`config.mk`:
```
export PLATFORM = sky130hd
export DESIGN_NAME = hv_pwm_intb_sched
export DESIGN_NICKNAME = d
export VERILOG_FILES = /design/src/rtl/hv_pwm_intb_sched_pkg.sv /design/src/rtl/hv_pwm_intb_sched.sv
export SDC_FILE = /design/constraint.sdc
export NUM_CORES = 1
export LEC_CHECK = 0
export ABC_AREA = 1
export CELL_PAD_IN_SITES_DETAIL_PLACEMENT = 1
export CELL_PAD_IN_SITES_GLOBAL_PLACEMENT = 2
export CORE_UTILIZATION = 34
export CTS_BUF_LIST = sky130_fd_sc_hd__clkbuf_16
export DETAILED_ROUTE_END_ITERATION = 12
export HOLD_SLACK_MARGIN = 0.05
export PLACE_DENSITY = 0.89
export RECOVER_POWER = 50
export SYNTH_ARGS = -nofsm -noshare
export SYNTH_HDL_FRONTEND = slang
export SYNTH_SLANG_ARGS = --single-unit
```
`constraint.sdc`:
```
create_clock -name i_clk -period 2.2 [get_ports i_clk]
set_input_delay 0.55 -clock i_clk [delete_from_list [all_inputs] [get_ports i_clk]]
set_output_delay 0.55 -clock i_clk [all_outputs]
set_load 0.01 [all_outputs]
```
`src/rtl/hv_pwm_intb_sched_pkg.sv`:
```
// Shared definitions for the single-wire PWM interrupt link (HV scheduler / LV decoder).
package hv_pwm_intb_sched_pkg;

  typedef enum logic [1:0] {
    ST_IDLE   = 2'd0,
    ST_TOGGLE = 2'd1,
    ST_GAP    = 2'd2
  } state_e;

  // Burst lengths: toggle count encodes the new interrupt level
  localparam int unsigned INTB_ASSERT_TOGGLES   = 1;
  localparam int unsigned INTB_DEASSERT_TOGGLES = 3;

  // LV detector window: a level must be held strictly between DN and UP cycles
  localparam int unsigned LV_DET_DN = 4;
  localparam int unsigned LV_DET_UP = 8;

  localparam int unsigned TOG_W = 2;

  // Number of toggles needed to signal the given target level (0 = assert)
  function automatic logic [TOG_W-1:0] burst_len(input logic target);
    return target ? TOG_W'(INTB_DEASSERT_TOGGLES) : TOG_W'(INTB_ASSERT_TOGGLES);
  endfunction

endpackage

```
`src/rtl/hv_pwm_intb_sched.sv`:
```
// HV-side scheduler: serialises interrupt level changes into toggle bursts on hv_pwm_intb_n.
module hv_pwm_intb_sched
  import hv_pwm_intb_sched_pkg::*;
#(
  parameter int unsigned SYM_CYC = 6,
  parameter int unsigned GAP_CYC = 12
) (
  input  logic i_clk,
  input  logic i_rst_n,
  input  logic i_intb_n,
  input  logic i_resync_req,
  output logic o_hv_pwm_intb_n,
  output logic o_sent_intb_n,
  output logic o_busy,
  output logic o_burst_done
);

  localparam int unsigned CNT_W = $clog2(GAP_CYC + 1);

  // Timing parameters must keep each symbol inside the LV window and let LV time out between bursts
  if (SYM_CYC <= LV_DET_DN || SYM_CYC >= LV_DET_UP) begin : g_bad_sym_cyc
    $error("hv_pwm_intb_sched: SYM_CYC must lie strictly between LV_DET_DN and LV_DET_UP");
  end
  if (GAP_CYC < LV_DET_UP + 2) begin : g_bad_gap_cyc
    $error("hv_pwm_intb_sched: GAP_CYC must be at least LV_DET_UP + 2");
  end

  state_e           state_q, state_d;
  logic [CNT_W-1:0] cnt_q, cnt_d;
  logic [TOG_W-1:0] tog_q, tog_d;
  logic             target_q, target_d;
  logic             line_q, line_d;
  logic             sent_q, sent_d;
  logic             busy_q, busy_d;
  logic             done_q, done_d;
  logic             pend_q, pend_d;

  // State and output registers; line idles high out of reset
  always_ff @(posedge i_clk or negedge i_rst_n) begin
    if (!i_rst_n) begin
      state_q  <= ST_IDLE;
      cnt_q    <= '0;
      tog_q    <= '0;
      target_q <= 1'b1;
      line_q   <= 1'b1;
      sent_q   <= 1'b1;
      busy_q   <= 1'b0;
      done_q   <= 1'b0;
      pend_q   <= 1'b0;
    end else begin
      state_q  <= state_d;
      cnt_q    <= cnt_d;
      tog_q    <= tog_d;
      target_q <= target_d;
      line_q   <= line_d;
      sent_q   <= sent_d;
      busy_q   <= busy_d;
      done_q   <= done_d;
      pend_q   <= pend_d;
    end
  end

  // Next-state logic: launch, symbol timing and inter-burst gap
  always_comb begin
    state_d  = state_q;
    cnt_d    = cnt_q;
    tog_d    = tog_q;
    target_d = target_q;
    line_d   = line_q;
    sent_d   = sent_q;
    done_d   = 1'b0;
    pend_d   = pend_q | i_resync_req;

    unique case (state_q)
      ST_IDLE: begin
        // A resync arriving with a level change folds into the same burst
        if ((i_intb_n != sent_q) || pend_q || i_resync_req) begin
          target_d = i_intb_n;
          tog_d    = burst_len(i_intb_n);
          line_d   = ~line_q;
          cnt_d    = '0;
          pend_d   = 1'b0;
          state_d  = ST_TOGGLE;
        end
      end
      ST_TOGGLE: begin
        if (cnt_q == CNT_W'(SYM_CYC - 1)) begin
          cnt_d = '0;
          if (tog_q > TOG_W'(1)) begin
            line_d = ~line_q;
            tog_d  = tog_q - TOG_W'(1);
          end else begin
            state_d = ST_GAP;
          end
        end else begin
          cnt_d = cnt_q + CNT_W'(1);
        end
      end
      ST_GAP: begin
        if (cnt_q == CNT_W'(GAP_CYC - 1)) begin
          cnt_d   = '0;
          sent_d  = target_q;
          done_d  = 1'b1;
          state_d = ST_IDLE;
        end else begin
          cnt_d = cnt_q + CNT_W'(1);
        end
      end
      default: begin
        state_d = ST_IDLE;
        cnt_d   = '0;
      end
    endcase

    busy_d = (state_d != ST_IDLE);
  end

  assign o_hv_pwm_intb_n = line_q;
  assign o_sent_intb_n   = sent_q;
  assign o_busy          = busy_q;
  assign o_burst_done    = done_q;

endmodule
```
==> results of run 1 <==
==> routing by layer <==
layer | wire [µm] | vias to the layer above
met4 | 19 | 0
met3 | 70 | 2
met5 | 0 | -
met1 | 878 | 329
li1 | - | 353
met2 | 863 | 11
==> kinds of logic (layout without fill, tap and decap cells) <==
group,Yosys count,after routing,share of synthesized area [%]
AOI/OAI and AO/OA,8,8,5.67
adders and majority gates,7,7,10.7
and+or+nand+nor,58,58,31.9
buffers and inverters,18,29,8.28
DFF,14,14,43.4
==> worst register-to-register path, stage by stage (launching register included) <==
cell                      delay [ps]
sky130_fd_sc_hd__dfrtp_1         390
sky130_fd_sc_hd__inv_1           100
sky130_fd_sc_hd__ha_1            340
sky130_fd_sc_hd__nand2_1          80
sky130_fd_sc_hd__nor2_1           90
sky130_fd_sc_hd__nand2_1          70
sky130_fd_sc_hd__o21ai_2         110
sky130_fd_sc_hd__nand2_2         100
sky130_fd_sc_hd__nand2_1          70
sky130_fd_sc_hd__nand2_1          50
==> power groups by stage <==
stage                     registers [mW]  clock network (mW)  logic (mW)
after floorplan                    0.426                   0       0.331
after detailed placement           0.437                   0       0.469
after global placement             0.432                   0       0.458
final                              0.433               0.342       0.466
after global routing               0.443               0.366       0.545
after CTS                          0.435               0.352       0.475
==> placed cells by master, fill, tap and decap left out <==
| cell | synthesis | layout |
|---|---|---|
| sky130_fd_sc_hd__o21ai_2 | 1 | 1 |
| sky130_fd_sc_hd__a21boi_0 | 1 | 1 |
| sky130_fd_sc_hd__inv_1 | 18 | 19 |
| sky130_fd_sc_hd__o21ai_1 | 1 | 1 |
| sky130_fd_sc_hd__nand3b_1 | 1 | 1 |
| sky130_fd_sc_hd__dlygate4sd3_1 | 0 | 1 |
| sky130_fd_sc_hd__dfrtp_1 | 11 | 11 |
| sky130_fd_sc_hd__o21ai_0 | 3 | 3 |
| sky130_fd_sc_hd__nor2_1 | 5 | 6 |
| sky130_fd_sc_hd__nand2_1 | 35 | 35 |
| sky130_fd_sc_hd__a21oi_1 | 2 | 2 |
| sky130_fd_sc_hd__nand4_2 | 1 | 1 |
| sky130_fd_sc_hd__dfstp_2 | 3 | 3 |
| sky130_fd_sc_hd__nand3_1 | 8 | 8 |
| sky130_fd_sc_hd__nand4_1 | 4 | 4 |
| sky130_fd_sc_hd__clkbuf_16 | 0 | 3 |
| sky130_fd_sc_hd__nand2_2 | 2 | 2 |
| sky130_fd_sc_hd__clkdlybuf4s50_1 | 0 | 6 |
| sky130_fd_sc_hd__nor2_2 | 2 | 1 |
| sky130_fd_sc_hd__ha_1 | 7 | 7 |
==> final timing paths <==
check | startpoint | to | slack (ps) | depth (start not counted)
hold reg to reg | o_hv_pwm_intb_n | o_hv_pwm_intb_n | 470 | 2
setup reg to reg | state_q[1] | tog_q[1] | 690 | 9
hold / removal | o_hv_pwm_intb_n | o_hv_pwm_intb_n | 470 | 2
max in group asynchronous | i_rst_n | cnt_q[2] | 990 | 1
min in group asynchronous | i_rst_n | state_q[0] | 780 | 1
setup / recovery | o_sent_intb_n | o_sent_intb_n | 330 | 1
==> layout make-up <==
type / count / share of cell area [%]
multi-input cells: 73 / 39.3
clock buffers: 3 / 7.53
inverters: 18 / 6.78
well taps: 28 / 3.51
flip-flops and latches: 14 / 35.5
repair buffers: 7 / 7.03
clock inverters: 1 / 0.376
==> results.txt, run 1 <==
The run gives 0 as the post-detailed-route DRC marker count. CTS placed an instance of sky130_fd_sc_hd__clkbuf_16 at the clock tree root. The post-placement cell area was 921 µm²; the proportion of power drawn by flip-flops and latches was 34.9%.

The tools report the post-placement cell count as 140. The clock sink count came out at 14. The tools report the combined global-route utilization of all metal layers as 17.4%. In this run the tightest slew margin relative to its limit is 55.5%. For this run, the number of Yosys warnings is 0.

The ratio of total power to cell area is 1240 mW/mm², and the share of synthesized registers carrying an async set or reset is 100%. The average cell area after synthesis is 7.77 µm². Data arrives at the worst endpoint at 1320 ps.

The portion of total power attributed to the clock network is 27.6%, and the total iterations of the first detailed-routing run is 4. The register with the most flip-flops in the layout has 4 of them. The largest registers in the layout are cnt_q: 4 flops, state_q: 2 flops, tog_q: 2 flops. For the final number of hold-violating endpoints, the log shows 0. The buffers inserted during post-CTS setup optimization was 0.

The horizontal extent of the die came out at 51.0 µm. The share of synthesized area in the top cell type comes to 33.7%. Of the total power, the share spent switching nets is 36.8%. Element type at the critical path end: a primary output. Summed over all instances, the cell type with the most area after synthesis is sky130_fd_sc_hd__dfrtp_1.

Post-CTS repair changed the size of 0 cells. The fmax came out at 0.536 GHz. In this design, the stage delay of the slowest critical-path cell is 540 ps. During I/O placement, the number of pins put on the boundary was 8. The max-slew violation total from the final report was 0; the row count was 17.

Post-synthesis register bit count: 14. The logs give 1830 µm for the total detailed-routing wirelength and 27.4% for the global routing met2 resource utilization. The cell-internal power came out at 0.783 mW. The required time at the worst-slack endpoint was 1650 ps. The tool flagged a number of max-cap violations equal to 0.

At the end of the flow the core is filled with cells to 44.6%. The longest clock path from root to sink contains 2 buffers. The run gives 0 as the number of setup violations in the final report. For the first-pass GRT wire length, the log shows 3190 µm. The analysis attributes to cell leakage a power of 0.530 nW. TritonCTS created 3 clock buffers. CTS clock-pin slew for the worst setup and hold paths: 40 ps. For this design, the slowest cell found on the critical path is sky130_fd_sc_hd__dfstp_2. The weighted congestion at the end of routability-driven global placement was 0.779. Setup repair after global routing left no endpoint under its margin. The total buffers and inverters traversed by the critical path was 1; the worst-case hold slack was 471 ps. For the count of antenna-violating nets left after detailed routing, the log shows 0. The min-delay analysis places its worst path in the category flip-flop to flip-flop.

Across all setup checks in the final design, the least slack found is 333 ps. The routed layout has 695 vias. The worst setup path is launched from a flip-flop.

In this run, the number of DRC markers left after iteration 0 of detailed routing was 7. Per report_power, the combinational group accounts for 37.5% of the total. The final layout contains 128 nets.

Hold repair after CTS inserted 0 buffers. The core footprint is 0.00223 mm². The largest register by flop count is cnt_q.

The die covers 0.00260 mm². TritonCTS built the clock tree. Cells with a size suffix above 1 make up 9.48% of the layout.

Proportion of synthesized chip area in sequential cells: 43.4%. The logs give 1400 µm for the placed wire-length estimate and 997 µm² for the design area. Of all nets on the critical path, the largest fanout is 3. The number of nets in the synthesized netlist is 116. The actual transition at the worst max-transition pin came out at 665 ps. In the post-synthesis netlist, the cell with the most instances is sky130_fd_sc_hd__nand2_1.

By area the synthesized netlist is led by sky130_fd_sc_hd__dfrtp_1 34%, sky130_fd_sc_hd__nand2_1 16%, sky130_fd_sc_hd__ha_1 11%. Relative to the synthesized area, the layout overhead comes to 22.2%. The number of diodes added for antenna fixing came out at 0. The worst setup path is of the flip-flop to primary output kind.

The flow ran to the end, and the final reports show no timing, DRC or antenna violations. The run gives 0.000623 V as the worst IR drop on VDD. The cell count after synthesis was 105; the count of buffers from port buffering was 7. For the remaining global-route overflow, the log shows 0. The tools report the number of antenna violations at the first check in global routing as 0.

The switching power is 0.457 mW. Family of cells with the greatest summed delay on the critical path: flip-flops. The die is 51.0 µm tall. Once the floorplan was initialized, standard cells occupied 36.5% of the core. Adding up every negative setup slack in the final design gives 0 ps. The smallest clock period supported by the final layout is computed as 1870 ps.

The average detailed-routed wire length per instance was 12.7 µm; the area of the multi-input gates was 392 µm². For this run, the leading register cell type out of synthesis is sky130_fd_sc_hd__dfrtp_1. The tools report the largest clock skew in the final design as 2.20 ps. The mapped netlist covers 816 µm². Counting the fill cells in the layout gives 285. In this run the most used layer during global routing was met2. The sum of internal, switching and leakage power is 1.24 mW. The commonest cells after synthesis are 35 x sky130_fd_sc_hd__nand2_1, 18 x sky130_fd_sc_hd__inv_1, 11 x sky130_fd_sc_hd__dfrtp_1.

For the final standard cell count with taps included and fillers excluded, the log shows 144. Traced cell by cell, the critical path runs through clkdlybuf4s50_1. The insertion delay of the later-clocked pin in the worst-skew pair is 240 ps. For the sequential cell area in the final layout, the log shows 354 µm².

Entering global routing, the biggest net connects 15 pins. Global routing consumed, on the met3 layer, 5.65% of the routing resources. The run gives 1 as the number of levels in the clock H-tree. The via density per instance works out to 4.83.

Yosys mapped a number of flops with a built-in enable equal to 0. At the placement stage, the worst setup path has a slack of 352 ps. The via count of the first global-routing pass was 690. In the global route stage, met1 resource usage came out at 21.6%. The final critical path takes up 84.8% of the cycle. Synthesis instantiated 17 different standard cells from the library.
Note: power is estimated with default switching activity, not from simulation.
==> inputs of run 2 (changes only) <==
Settings changed: CORE_UTILIZATION 34 to 28, PLACE_DENSITY 0.89 to 0.8.
Clock period 2.2 ns to 1.65 ns, I/O delays scaled along.
==> run 2 against run 1 <==
Utilization shrank 7.4 points; first-iteration DRC count grew to 2.7 times the previous value; clock power grew 33%; count of clock-buffer cells in the layout is the same; combinational power grew 37%; worst hold slack gained 3.4 ps; sequential share of layout area shrank 1.0 points; total power grew 34%; routed wire length grew 2.2%; register-to-register slack lost 490 ps; via count grew 2.4%; sequential power grew 33%; largest power group unchanged.
==> results.txt, run 2 (synthesis results as in run 1) <==
The flow ran to the end, and the final reports show no timing, DRC or antenna violations. The first-pass GRT wire length is 3280 µm (+2.8%). The final number of hold-violating endpoints is 0 (unchanged). The tools report the weighted congestion at the end of routability-driven global placement as 0.701 (-10%). The register with the most flip-flops in the final layout is cnt_q.

Subtracting the final worst setup slack from the clock period gives 1500 ps. The family of cells with the greatest summed delay on the critical path is buffers and inverters. The number of fillers in the final layout came out at 344 (+21%).

The initial standard-cell utilization of the core was 29.6% (-6.9 points); the iteration-0 DRC count of the detailed router was 19 (+12). The number of violations of the max-capacitance limit is 0 (unchanged), and the die boundary height is 56.0 µm (+9.8%). The tools report the leakage power as 0.549 nW (+3.6%).

The tightest min-delay check is of the flip-flop to flip-flop type. The maximum clock path buffer count came out at 2 (unchanged). The library cell used most frequently in the layout, excluding fill and tap cells, is sky130_fd_sc_hd__nand2_1.

The logs give 1870 µm (+2.2%) for the total detailed-routing wirelength and 0.00276 mm² (+23%) for the core footprint. The post-placement cell count is 147 (+5.0%), and the number of hold buffers added after CTS is 0 (unchanged). Dividing the final minimum period by the clock period gives 90.7%. The CTS clock-pin slew for the worst setup and hold paths was 50 ps (about the same).

The max-slew violation total from the final report was 0 (unchanged); the buffers inserted during post-CTS setup optimization was 0 (unchanged). The run gives 49.1% (-6.4 points) as the max-slew headroom at the worst pin. The row count was 19 (+2); the ratio of total power to cell area was 1620 mW/mm² (+30%). The longest individual stage delay on the worst path is 530 ps (about the same). The via count of the first global-routing pass came out at 746 (+8.1%).

The count of vias placed by the detailed router came out at 712 (+2.4%). The number of top-level design ports was 8 (unchanged). Clock tree root driver cell: sky130_fd_sc_hd__clkbuf_16.

The global routing stage identified its most utilized layer as met2. Number of setup violations in the final report: 0 (unchanged). The minimum setup slack after placement is -34.0 ps (-386 ps), and the maximum fanout encountered on the critical timing path is 1 (-2).

The largest registers in the layout are cnt_q: 4 flops, state_q: 2 flops, tog_q: 2 flops. Horizontal extent of the die: 56.0 µm (+9.8%). CTS buffer count: 3 (unchanged). Leaving out fill and tap cells, the most frequent cells in the layout are 35 x sky130_fd_sc_hd__nand2_1, 18 x sky130_fd_sc_hd__inv_1, 11 x sky130_fd_sc_hd__dfrtp_1, 8 x sky130_fd_sc_hd__nand3_1, 7 x sky130_fd_sc_hd__ha_1. The average detailed-routed wire length per instance works out to 12.4 µm (-2.6%).

STA classifies the critical path startpoint as a flip-flop. The number of levels in the clock H-tree came out at 1 (unchanged). Setup repair after global routing left no endpoint under its margin.

The full die area was 0.00313 mm² (+21%). The cell with the largest stage delay on the worst path was sky130_fd_sc_hd__clkdlybuf4s50_1. The count of buffers from port buffering works out to 7 (unchanged). The combined global-route utilization of all metal layers was 13.5% (-3.8 points).

TritonCTS built the clock tree. The signal on the critical path passes through clkdlybuf4s50_1. The tools report the global routing met2 resource utilization as 24.0% (-3.4 points).

The smallest setup slack after layout was 154 ps (-179 ps); the count of antenna-violating nets left after detailed routing was 0 (unchanged). The clock sink count was 14 (unchanged); the total iterations of the first detailed-routing run was 2 (-2). The post-placement cell area was 955 µm² (+3.7%). The arrival time reported for the critical path endpoint was 1080 ps (-240 ps).

Met1 usage: 16.3% (-5.3 points). The number of antenna violations at the first check in global routing came out at 0 (unchanged). For the placed wire-length estimate, the log shows 1580 µm (+13%).

The largest clock skew in the final design is 1.99 ps (-0.212 ps). The number of nets at the end of the flow was 132 (+3.1%). The worst IR drop on VDD was 0.00101 V (+62%); the post-detailed-route DRC marker count was 0 (unchanged). The insertion delay of the later-clocked pin in the worst-skew pair was 240 ps (about the same). The via density per instance was 4.72 (-2.3%). For the design area, the log shows 0.00103 mm² (+3.0%).

The required time at the worst-slack endpoint was 1240 ps (-410 ps); the fmax was 0.668 GHz. The tools report the remaining global-route overflow as 0 (unchanged). Total buffers and inverters traversed by the critical path: 1 (unchanged).

Compared with the post-synthesis result, the final layout area differs by 25.9%. The routing usage on met3 was 4.88% (-0.77 points); the post-cts sizing count was 2 (+2). The flip-flop count of the largest register after layout came out at 4 (unchanged).

The number of diodes added for antenna fixing was 0 (unchanged); the actual transition at the worst max-transition pin was 764 ps (+98.9 ps). The worst setup path is captured at a primary output. The path type of the worst setup path is flip-flop to primary output. The fraction of final layout cells with drive strength greater than 1 was 12.5% (+3.0 points).

The pin count of the biggest net entering global routing was 15 (unchanged); the final standard cell count with taps included and fillers excluded was 151 (+4.9%).
==> run 2: cell types whose count changed in the layout (fill, tap and decap cells not counted), sizes merged <==
cell           change
buf                +3
clkbuf             +1
clkdlybuf4s50      -2
clkinv             +1
dlygate4sd2        +2
inv                -1
==> run 2: stage by stage <==
stage               hold slack (ps)  TNS, ps  total power [mW]  util, %
detailed placement              474    -66.6              1.25     34.6
global route                    491        0              1.82     37.3
finish                          475        0              1.67     37.3
global placement                457    -23.6              1.22     34.6
floorplan                       117        0              1.01        -
CTS                             481        0              1.70     37.4
==> run 2: cell type report <==
cell class | instances | area, µm² | share of cell area, %
flip-flops and latches | 14 | 354 | 34.5
clock inverters | 1 | 3.75 | 0.365
clock buffers | 3 | 75.1 | 7.31
repair buffers | 11 | 93.8 | 9.14
well taps | 31 | 38.8 | 3.78
inverters | 18 | 67.6 | 6.58
multi-input cells | 73 | 394 | 38.4
==> run 2: routing by layer <==
layer | up-vias | share of wire (%)
met5 | - | 0
met4 | 0 | 0
met3 | 0 | 2.9
met2 | 6 | 50
met1 | 348 | 47
li1 | 358 | -
==> run 2: power by group <==
group,leakage [nW],total (mW),internal (mW),switching [mW]
logic,0.338,0.639,0.262,0.377
clock network,0.0385,0.454,0.320,0.134
registers,0.172,0.575,0.477,0.0979
==> run 2: worst paths after layout <==
check | slack, ps | cells past startpoint | from | endpoint
max | 150 | 1 | o_busy | o_busy
min | 470 | 2 | o_hv_pwm_intb_n | o_hv_pwm_intb_n
max reg2reg | 200 | 7 | state_q[0] | cnt_q[2]
min reg2reg | 470 | 2 | o_hv_pwm_intb_n | o_hv_pwm_intb_n
max in group asynchronous | 410 | 2 | i_rst_n | cnt_q[1]
min in group asynchronous | 760 | 2 | i_rst_n | pend_q
==> inputs of run 3 (changes only) <==
--- a/config.mk
+++ b/config.mk
@@ -14,3 +14,3 @@
 export HOLD_SLACK_MARGIN = 0.05
-export PLACE_DENSITY = 0.8
+export PLACE_DENSITY_LB_ADDON = 0.1
 export RECOVER_POWER = 50
==> constraint.sdc (replaced) <==
create_clock -name i_clk -period 1.65 [get_ports i_clk]
set_input_delay 0.165 -clock i_clk [delete_from_list [all_inputs] [get_ports i_clk]]
set_output_delay 0.165 -clock i_clk [all_outputs]
set_load 0.01 [all_outputs]
==> run 3 against run 2 <==
Worst hold slack got worse by 9.5 ps; fmax is 2.0% higher; clock power rose by 4%; non-clock buffer count down 3; cell count decreased by 2.0%; clock skew hardly changed; critical endpoint is now o_sent_intb_n; largest cell class unchanged; highest routed layer is now met4.
==> results.txt, run 3 (synthesis results as in run 1) <==
The worst setup path is captured at a primary output. Setup repair after global routing left no endpoint under its margin. Flip-flop count of the largest register after layout: 4 (unchanged). The number of antenna violations at the first check in global routing is 0 (unchanged), and the number of setup violations in the final report is 0 (unchanged). The logs give 14.4% (+0.87 points) for the combined global-route utilization of all metal layers and 0 (unchanged) for the remaining global-route overflow. The ratio of total power to cell area is 1660 mW/mm² (+2.5%). The clock sink count was 14 (unchanged); the count of vias placed by the detailed router was 707 (-0.70%). The pin count of the biggest net entering global routing came out at 15 (unchanged). The tools report the number of violations of the max-capacitance limit as 0 (unchanged). Weighted congestion at the end of routability-driven global placement: 0.744 (+6.1%). Walking the worst path, the cells encountered are clkdlybuf4s50_1.

The total buffers and inverters traversed by the critical path came out at 1 (unchanged). Via density per instance: 4.78 (+1.3%). In this run the worst hold path is classified as flip-flop to flip-flop. Compared with the post-synthesis result, the final layout area differs by 23.8%. The library cells used most frequently in the layout, excluding fill and tap cells, are 35 x sky130_fd_sc_hd__nand2_1, 18 x sky130_fd_sc_hd__inv_1, 11 x sky130_fd_sc_hd__dfrtp_1, 8 x sky130_fd_sc_hd__nand3_1. The die boundary height works out to 56.0 µm (unchanged). The run gives 3330 µm (+1.2%) as the first-pass GRT wire length. For the setup TNS, the log shows 0 ps (unchanged). The via count of the first global-routing pass was 735 (-1.5%); the placed wire-length estimate was 1450 µm (-8.3%). The total iterations of the first detailed-routing run was 3 (+1); the fraction of final layout cells with drive strength greater than 1 was 11.1% (-1.4 points). The logs give 129 (-2.3%) for the number of nets at the end of the flow and 0 (unchanged) for the count of antenna-violating nets left after detailed routing. The average detailed-routed wire length per instance is 13.1 µm (+5.8%). Count of buffers from port buffering: 7 (unchanged).

The largest register by flop count was cnt_q. The tools report the type of element launching the critical path as a flip-flop. The row count was 19 (unchanged).

The number of diodes added for antenna fixing was 0 (unchanged); the number of top-level design ports was 8 (unchanged). For the max-slew violation total from the final report, the log shows 0 (unchanged). The proportion of power drawn by flip-flops and latches came out at 34.5% (about the same).

The run gives 0.00313 mm² (unchanged) as the full die area. The fraction of power spent switching nets was 37.3% (+0.77 points); the longest individual stage delay on the worst path was 530 ps (about the same). The maximum clock path buffer count came out at 2 (unchanged). The portion of the clock cycle consumed by the worst path in the final layout came out at 88.9% (-1.8 points). The flow ran to the end, and the final reports show no timing, DRC or antenna violations. For the post-placement cell count, the log shows 144 (-2.0%). The slowest stage of the critical path belongs to the cell sky130_fd_sc_hd__dfstp_2. The actual transition at the worst max-transition pin is 833 ps (+69.6 ps). The minimum clock period after layout was 1470 ps (-29.6 ps). The final number of hold-violating endpoints came out at 0 (unchanged).

Number of hold buffers added after CTS: 0 (unchanged). For the largest clock skew in the final design, the log shows 2.10 ps (+0.117 ps). The largest registers in the layout are cnt_q: 4 flops, state_q: 2 flops, tog_q: 2 flops. The initial standard-cell utilization of the core is 29.6% (unchanged). The portion of total power attributed to the clock network is 28.1% (+0.9 points), and the CTS clock-pin slew for the worst setup and hold paths is 50 ps (about the same). The required time at the worst-slack endpoint came out at 1480 ps (+240 ps).

Horizontal extent of the die: 56.0 µm (unchanged). The number of levels in the clock H-tree came out at 1 (unchanged). The tools report the final standard cell count with taps included and fillers excluded as 148 (-2.0%).

The fmax is 0.682 GHz (+2.0%), and the insertion delay of the later-clocked pin in the worst-skew pair is 240 ps (about the same). Total detailed-routing wirelength: 1940 µm (+3.7%). The arrival time reported for the critical path endpoint was 1300 ps (+220 ps).

Leakage power: 0.526 nW (-4.1%). The run gives 37.5% (-0.8 points) as the share of power burned in combinational logic. The kind of cell with the highest combined delay along the critical path is flip-flops. The cell sitting at the root of the clock tree is a sky130_fd_sc_hd__clkbuf_16. The max-slew headroom at the worst pin is 44.4% (-4.6 points), and the CTS buffer count is 3 (unchanged). The sum of internal, switching and leakage power was 1.68 mW (+0.74%).

The switching power came out at 0.626 mW (+2.9%). Leaving out fill and tap cells, the most frequent cell in the layout is sky130_fd_sc_hd__nand2_1. The cell-internal power came out at 1.05 mW (-0.48%). TritonCTS built the clock tree. The core footprint is 0.00276 mm² (unchanged), and the worst IR drop on VDD is 0.000681 V (-33%). The post-detailed-route DRC marker count is 0 (unchanged), and the maximum fanout encountered on the critical timing path is 3 (+2). The iteration-0 DRC count of the detailed router was 10 (-9). The path type of the worst setup path was flip-flop to primary output.
## run 3: cell types whose count changed in the layout (fill, tap and decap cells not counted), sizes merged
cell / previous run / this run
buf: 3 / 0
clkdlybuf4s50: 4 / 6
dlygate4sd2: 2 / 0
## run 3: layer usage
metal  global-route usage (%)  vias up  share of wire, %
met5                        0        -                 0
met4                     8.36        0               2.5
met3                     3.49        4               3.1
met2                     24.3        8                48
met1                     16.4      341                46
li1                         -      354                 -
## run 3: stage by stage
step | utilization (%) | setup WS [ps] | cell area (µm²) | hold WS [ps]
CTS | 36.7 | 96.5 | 1010 | 246
global placement | 33.8 | 137 | 932 | 456
detailed placement | 33.8 | 103 | 932 | 463
finish | 36.6 | 184 | 1010 | 465
floorplan | - | 342 | 816 | -131
global route | 36.6 | 43.1 | 1010 | 493
## run 3: repair_timing
action	in CTS	in global routing
gates resized for setup	0	1
setup buffers	0	0
setup endpoints to repair	0	2
## run 3: cell type report
type / instances / area (µm²)
clock buffer: 3 / 75.1
clock inverter: 1 / 3.75
fill: 349 / 1750
inverter: 18 / 67.6
multi-input combinational: 73 / 397
sequential: 14 / 354
tap: 31 / 38.8
timing repair buffer: 8 / 73.8
## run 3: power by group through the flow
stage / Combinational, mW / Sequential, mW / Clock [mW]
5_1_grt: 0.732 / 0.600 / 0.499
3_5_place_dp: 0.643 / 0.586 / 0
4_1_cts: 0.648 / 0.583 / 0.485
6_report: 0.629 / 0.579 / 0.472
2_1_floorplan: 0.441 / 0.568 / 0
3_3_place_gp: 0.634 / 0.582 / 0
## run 3: path summary, 6_finish.rpt
path | startpoint | end | slack (ps) | cells past startpoint
worst max-delay path | o_sent_intb_n | o_sent_intb_n | 180 | 1
max in group asynchronous | i_rst_n | pend_q | 600 | 2
worst min-delay path | o_hv_pwm_intb_n | o_hv_pwm_intb_n | 470 | 2
worst min register to register | o_hv_pwm_intb_n | o_hv_pwm_intb_n | 470 | 2
min in group asynchronous | i_rst_n | cnt_q[2] | 530 | 2
worst max register to register | state_q[1] | tog_q[1] | 190 | 9
